--- config.mk ---
export PLATFORM = sky130hd
export DESIGN_NAME = mux_nto1_scan
export DESIGN_NICKNAME = d
export VERILOG_FILES = /design/src/rtl/mux_nto1_scan.sv
export SDC_FILE = /design/constraint.sdc
export NUM_CORES = 1
export LEC_CHECK = 0
export BUFFER_PORTS_ARGS = -buffer_cell sky130_fd_sc_hd__buf_2
export CAP_MARGIN = 25
export CORE_AREA = 5 5 42 44
export CTS_CLUSTER_SIZE = 8
export DETAILED_ROUTE_END_ITERATION = 16
export DIE_AREA = 0 0 47 49
export GPL_ROUTABILITY_DRIVEN = 0
export GPL_TIMING_DRIVEN = 0
export SYNTH_ARGS = -nofsm -noshare
export SYNTH_HDL_FRONTEND = slang
export SYNTH_SLANG_ARGS = --single-unit
--- constraint.sdc ---
create_clock -name clk -period 2.04 [get_ports clk]
set_input_delay 0.204 -clock clk [delete_from_list [all_inputs] [get_ports clk]]
set_output_delay 0.204 -clock clk [all_outputs]
set_load 0.1 [all_outputs]
--- src/rtl/mux_nto1_scan.sv ---
// -----------------------------------------------------------------------------
// mux_nto1_scan
//   Registered N-to-1 multiplexer with a built-in round-robin channel scanner.
//   One W-bit lane out of CH packed input lanes is captured each enabled clock.
//   The lane is chosen either by the direct select `s` (mode 0) or by an
//   internal scan pointer that walks 0..CH-1 and wraps (mode 1).
//
// Parameters
//   CH    number of input channels (2..256, need not be a power of two)
//   W     width of each channel in bits (1..64)
//   SELW  select/pointer width, max(1, clog2(CH)); derived, not overridable
//
// Ports
//   clk         rising-edge clock
//   rst         synchronous active-high reset, priority over everything
//   din         packed lanes, channel k at din[k*W +: W]
//   s           direct channel select, used in mode 0
//   mode        0 = direct select, 1 = auto-scan
//   en          sample enable; when low only dout_valid/scan_wrap drop
//   dout        registered selected lane
//   dout_valid  dout was loaded from a legal channel on the last edge
//   ch_id       channel index that produced dout
//   scan_wrap   one-cycle pulse when dout holds channel CH-1 in auto-scan
// -----------------------------------------------------------------------------
module mux_nto1_scan #(
  parameter  int CH   = 8,
  parameter  int W    = 1,
  localparam int SELW = (CH > 2) ? $clog2(CH) : 1
) (
  input  logic              clk,
  input  logic              rst,
  input  logic [CH*W-1:0]   din,
  input  logic [SELW-1:0]   s,
  input  logic              mode,
  input  logic              en,
  output logic [W-1:0]      dout,
  output logic              dout_valid,
  output logic [SELW-1:0]   ch_id,
  output logic              scan_wrap
);

  // One extra bit so CH itself is representable when CH is a power of two.
  localparam logic [SELW:0]   LP_CH   = (SELW+1)'(CH);
  localparam logic [SELW-1:0] LP_LAST = SELW'(CH - 1);

  logic [SELW-1:0] r_ptr;
  logic [W-1:0]    r_dout;
  logic            r_valid;
  logic [SELW-1:0] r_ch_id;
  logic            r_wrap;

  logic [SELW-1:0] w_idx;
  logic            w_legal;
  logic [W-1:0]    w_lane;

  // Channel being sampled this cycle. The scan pointer is always < CH, so
  // only a direct select can address a channel that does not exist.
  assign w_idx   = mode ? r_ptr : s;
  assign w_legal = mode | ({1'b0, s} < LP_CH);

  // Lane selection by comparison rather than a variable part-select, so an
  // out-of-range direct select never indexes past the end of din.
  always_comb begin
    // NOTE: default assignment first so every path drives w_lane; without it
    // the partially-assigned variable would infer a latch.
    w_lane = '0;
    for (int k = 0; k < CH; k++) begin
      if (w_idx == SELW'(k)) begin
        w_lane = din[k*W +: W];
      end
    end
  end

  always_ff @(posedge clk) begin
    // NOTE: non-blocking assignments so every register samples the pre-edge
    // value of r_ptr; blocking here would let later lines see the new pointer.
    if (rst) begin
      r_ptr   <= '0;
      r_dout  <= '0;
      r_valid <= 1'b0;
      r_ch_id <= '0;
      r_wrap  <= 1'b0;
    end else if (!en) begin
      // Pause: data, channel id and scan position hold.
      r_valid <= 1'b0;
      r_wrap  <= 1'b0;
    end else begin
      r_dout  <= w_legal ? w_lane : '0;
      r_ch_id <= w_idx;
      r_valid <= w_legal;
      if (mode) begin
        // Wrap at CH-1, not at the natural 2^SELW rollover.
        r_ptr  <= (r_ptr == LP_LAST) ? '0 : r_ptr + SELW'(1);
        r_wrap <= (r_ptr == LP_LAST);
      end else begin
        // Direct select seeds the scan start; an illegal select restarts at 0.
        r_ptr  <= w_legal ? s : '0;
        r_wrap <= 1'b0;
      end
    end
  end

  assign dout       = r_dout;
  assign dout_valid = r_valid;
  assign ch_id      = r_ch_id;
  assign scan_wrap  = r_wrap;

endmodule

# Word level (Yosys, flattened, before mapping)
# Index checks and enable logic that the tools add are counted.
# totals
ram_bits	0
output_inout_bits	6
in_bits	15
latch_bits	0
mem_count	0
wordCells	30
regBits	9
rom_bits	0
# classes
mux	12
n_bitwise	2
reduce_logical	2
addsub	1
div	0
n_eq_ne	8
mul	0
shifts	0
magnitude_cmp	0
# op_table
operator	n
$eq 3x3->1 const B	5
$mux 1	9
$mux 3	3
$eq 3x2->1 const B	2
$add 3x1->3 const B	1
$eq 3x1->1 const B	1
$logic_not 3->1	1
$reduce_or 3->1	1
$not 1->1	2

# Longest topological paths before layout
# depth
depth_word	10
ltp_mapped	5

# Worst setup path after synthesis
# OpenSTA, ideal clock, no wires.
# synth_path
path_kind	input -> register
start	input port mode
end	register r_dout (netlist: dout)
setup_time_ns	0.136
t_arrival_ns	1.385
setup_slack_ns	0.519
path_stages	5
t_required_ns	1.904
cell_sequence	buf_6 -> mux2i_2 -> mux4_1 -> mux2i_1 -> a211oi_2
# synth_via
elab_chain_len	10
elab_cells_between_ends	17
cone_classes	7 x eq/ne; 9 x mux; 1 x reduce/logical
# synth_lines
item	line_no	source
start: declaration	34	input logic mode,
$mux 3 *	58	assign w_idx = mode ? r_ptr : s;
$logic_not 3->1	68	if (w_idx == SELW'(k)) begin
$mux 1 (7 in series)	68	
$mux 1 *	68	
end signal: assignment	88	r_dout <= w_legal ? w_lane : '0;
end: declaration	47	logic [W-1:0] r_dout;
# Mark *: on every way between the ends. The rest lies on a longest branch, timed or not.
# A chain may end at the register's enable or synchronous reset.

# Final worst setup path
# layout_path
start	register r_ptr[0]
end	register r_dout (netlist: dout)
# layout_via
elab_chain_len	10
elab_cells_between_ends	17
cone_classes	7 x eq/ne; 9 x mux; 1 x reduce/logical
# layout_lines
item	line_no	source
start: declaration	46	logic [SELW-1:0] r_ptr;
start signal: assignment	93	r_ptr <= (r_ptr == LP_LAST) ? '0 : r_ptr + SELW'(1);
start signal: assignment	97	r_ptr <= w_legal ? s : '0;
$mux 3 *	58	
$logic_not 3->1	68	
$mux 1 (7 in series)	68	
$mux 1 *	68	
# Marks and branches as above.

==> results.md <==
* Total global routing overflow at 0
* CP max FO at 4
* Hold Path Origin: mode
* Avg Cell Area, Syn at 11.0 um^2
* FF-to-FF setup slack at around 0.48 ns
* Min Tclk post-route at 1.56 ns
* Die width at between 40 and 50 um
* Place WS at slightly above 0.4 ns
* Routed vias/inst at 4.76
* CP endpoint kind: flop
* Top-area cell type share of the netlist area at 0.399
* Slew Limit Fails at 0
* Initial drt markers at 0
* Total CTS buffers at 3
* Worst Path Arrival at 1.69 ns
* Buffers on Ports at 18
* DR WL met3 at 80 um
* Post_cts resized at 0
* Clock Sinks at 9
* Die area at 2300 um^2
* Mapped Nets at 58
* Final design area excluding fillers at 588 um^2
* Final net count at 81
* Reg2reg end: dout
* Area delta synth->final at 30.2%
* CP max-delay cell: mux4_1
* Ant diodes at 0
* Final Util at 0.420
* Setup Skew at 0.00130 ns
* Top Layer Used: met4
* Hold Crit Depth at 2
* Post-Synth XOR/XNOR Area at 0
* RSZ-0062 raised after global routing: false
* Ports at 21
* Vias in the first global route at 370
* Share of cells above drive strength 1 at 0.381
* Drt drc at 0
* Slew headroom at 0.677
* Starting Density at 0.322
* CTS tree: built
* M1 wire length at 430 um
* Die height at 49 um
* Setup TNS at 0 ns
* FMAX at approximately 640 MHz
* Crit path cell chain: mux2i_2 -> mux4_1 -> mux2i_1 -> a211oi_2
* IR drop worst, VDD at 376 uV
* Post-Synth Simple-Gate Area at 0.102
* Worst reg2reg path depth at 4
* Max-Cap Viols at 0
* Tot Pwr at 461 uW
* Longest Clk Path Bufs at 2
* Metal2 WL at 356 um
* Syn Inst Count at 41
* Worst Setup Slack, final at 0.477 ns
* Global-route wire length before repair at 1.48 mm
* WS Path Type: flop to flop
* Sw Share at 0.338
* Adder-cell share of the synthesized area at 0.0554
* Largest family of logic cells by synthesized area: multiplexers
* Initial antenna violation count at 0
* Power share of the clock group at 0.302
* HPWL after DPL at 721 um
* Total global-route track usage at 0.0919
* Comb pwr share at 0.275
* Worst hold path class: input port to flop
* # hold bufs at CTS at 0
* Sw power at 156 uW
* Placed Instance Area at approximately 560 um^2
* Hold Fails Final Rpt at 0
* Library cells used by synthesis at 16
* Top cells by area, synth: dfxtp_1 40%, mux4_1 12%, mux2i_1 11%
* Power Density at 784 nW/um^2
* Worst reg2reg startpoint: r_ptr[0]
* Total number of vias at about 380
* Hold EP: scan_wrap
* Part of the power in registers at 0.422
* Slew @ Worst Pin at 0.488 ns
* Post-route ant nets at 0
* Core area at 1400 um^2
* Tcrit/Tclk final at 0.766
* CTS clock-pin slew for the worst setup and hold paths at 0.06 ns
* Yosys warns at 0
* FF+latch count, synth at 9
* Drt pass-1 iters at 1
* Routed Wire Length at 897 um
* Setup Buffers After CTS at 0
* Leading area contributor after synthesis: dfxtp_1
* Synth Cell Area at 452 um^2
* Crit path required time at 2.17 ns
* Cell row count at 14
* Internal Power at slightly above 300 uW
* CTS H-tree lvls at 1
* Compound-gate portion of the synthesized area at 0.136
* Leakage at 0.290 nW
* Largest net degree at the start of global routing at 11
* Final setup viols at 0
* Mux cell area share after synthesis at 0.258
* Clk_lat worst skew at 0.26 ns
* Sequential area share after synthesis at 0.399
* Status: finished clean
* CP Launch Type: flop
* DR WL/cell at 11.4 um
* Crit-path max cell delay at roughly 0.58 ns
* Root Driver: clkbuf_4
## cell usage after synthesis (all sizes together)
library cell,number
and3,1
clkbuf,2
dfxtp,9
nor3b,1
mux4,2
o22ai,1
o21ai,1
nor2,7
ha,2
buf,1
mux2i,6
nor2b,1
a211oi,6
inv,1
## kinds of logic (layout without fill, tap and decap cells)
kind of cell               count (synthesis)  after routing
and+or+nand+nor                           10             10
DFF                                        9              9
AOI/OAI and AO/OA                          8              8
adders and majority gates                  2              2
muxes                                      8              8
buffers and inverters                      4             26
## routing by layer
metal / GRT usage / vias up
met5: 0 / -
met4: 0.0691 / 0
met3: 0.0369 / 3
met2: 0.127 / 18
met1: 0.109 / 158
li1: - / 197
## layout make-up
type                    count  area [um^2]
inverters                   1         3.75
repair buffers             18         90.1
plain buffers               3         18.8
fillers                   157          813
clock buffers               4         26.3
multi-input cells          28          249
flip-flops and latches      9          180
well taps                  16         20.0
## worst max path at each step
stage,from,end,cells after the start
after floorplan,mode,dout,5
after global placement,mode,dout,5
after detailed placement,mode,dout,5
after CTS,r_ptr[0],dout,4
after global routing,r_ptr[0],dout,4
final,r_ptr[0],dout,4
## placed cells by master, fill, tap and decap left out
master	instances
buf_2	18
and3_1	1
o21ai_0	1
a211oi_1	5
mux2i_1	5
clkbuf_4	3
inv_1	1
mux4_1	2
nor3b_1	1
mux2i_2	1
nor2_1	7
clkbuf_1	3
ha_1	2
dfxtp_1	9
nor2b_1	1
a211oi_2	1
o22ai_1	1
buf_6	1
## power groups by stage
stage               logic [mW]  registers, mW  clock network [mW]
finish                   0.127          0.195               0.140
global route             0.135          0.197               0.153
CTS                      0.128          0.195               0.145
detailed placement       0.128          0.199                   0
global placement         0.127          0.199                   0
floorplan               0.0487          0.251                   0
## flip-flops by register name, indices dropped and copies added, names as in the netlist
register	count
scan_wrap	1
r_ptr	3
dout	1
dout_valid	1
ch_id	3
## per-stage QoR
| stage | hold WS (ns) | instances |
|---|---|---|
| floorplan | 0.360 | 41 |
| CTS | 0.232 | 79 |
| global placement | 0.471 | 75 |
| finish | 0.238 | 79 |
| detailed placement | 0.479 | 75 |
| global route | 0.250 | 79 |
## critical path, delay by kind of cell, from the launching register on
| family | cells | cell delay (ns) |
|---|---|---|
| multiplexers | 3 | 1.01 |
| flip-flops | 1 | 0.34 |
| AO/OA/AOI/OAI | 1 | 0.09 |
No activity file was read; power rests on OpenSTA's default activity.
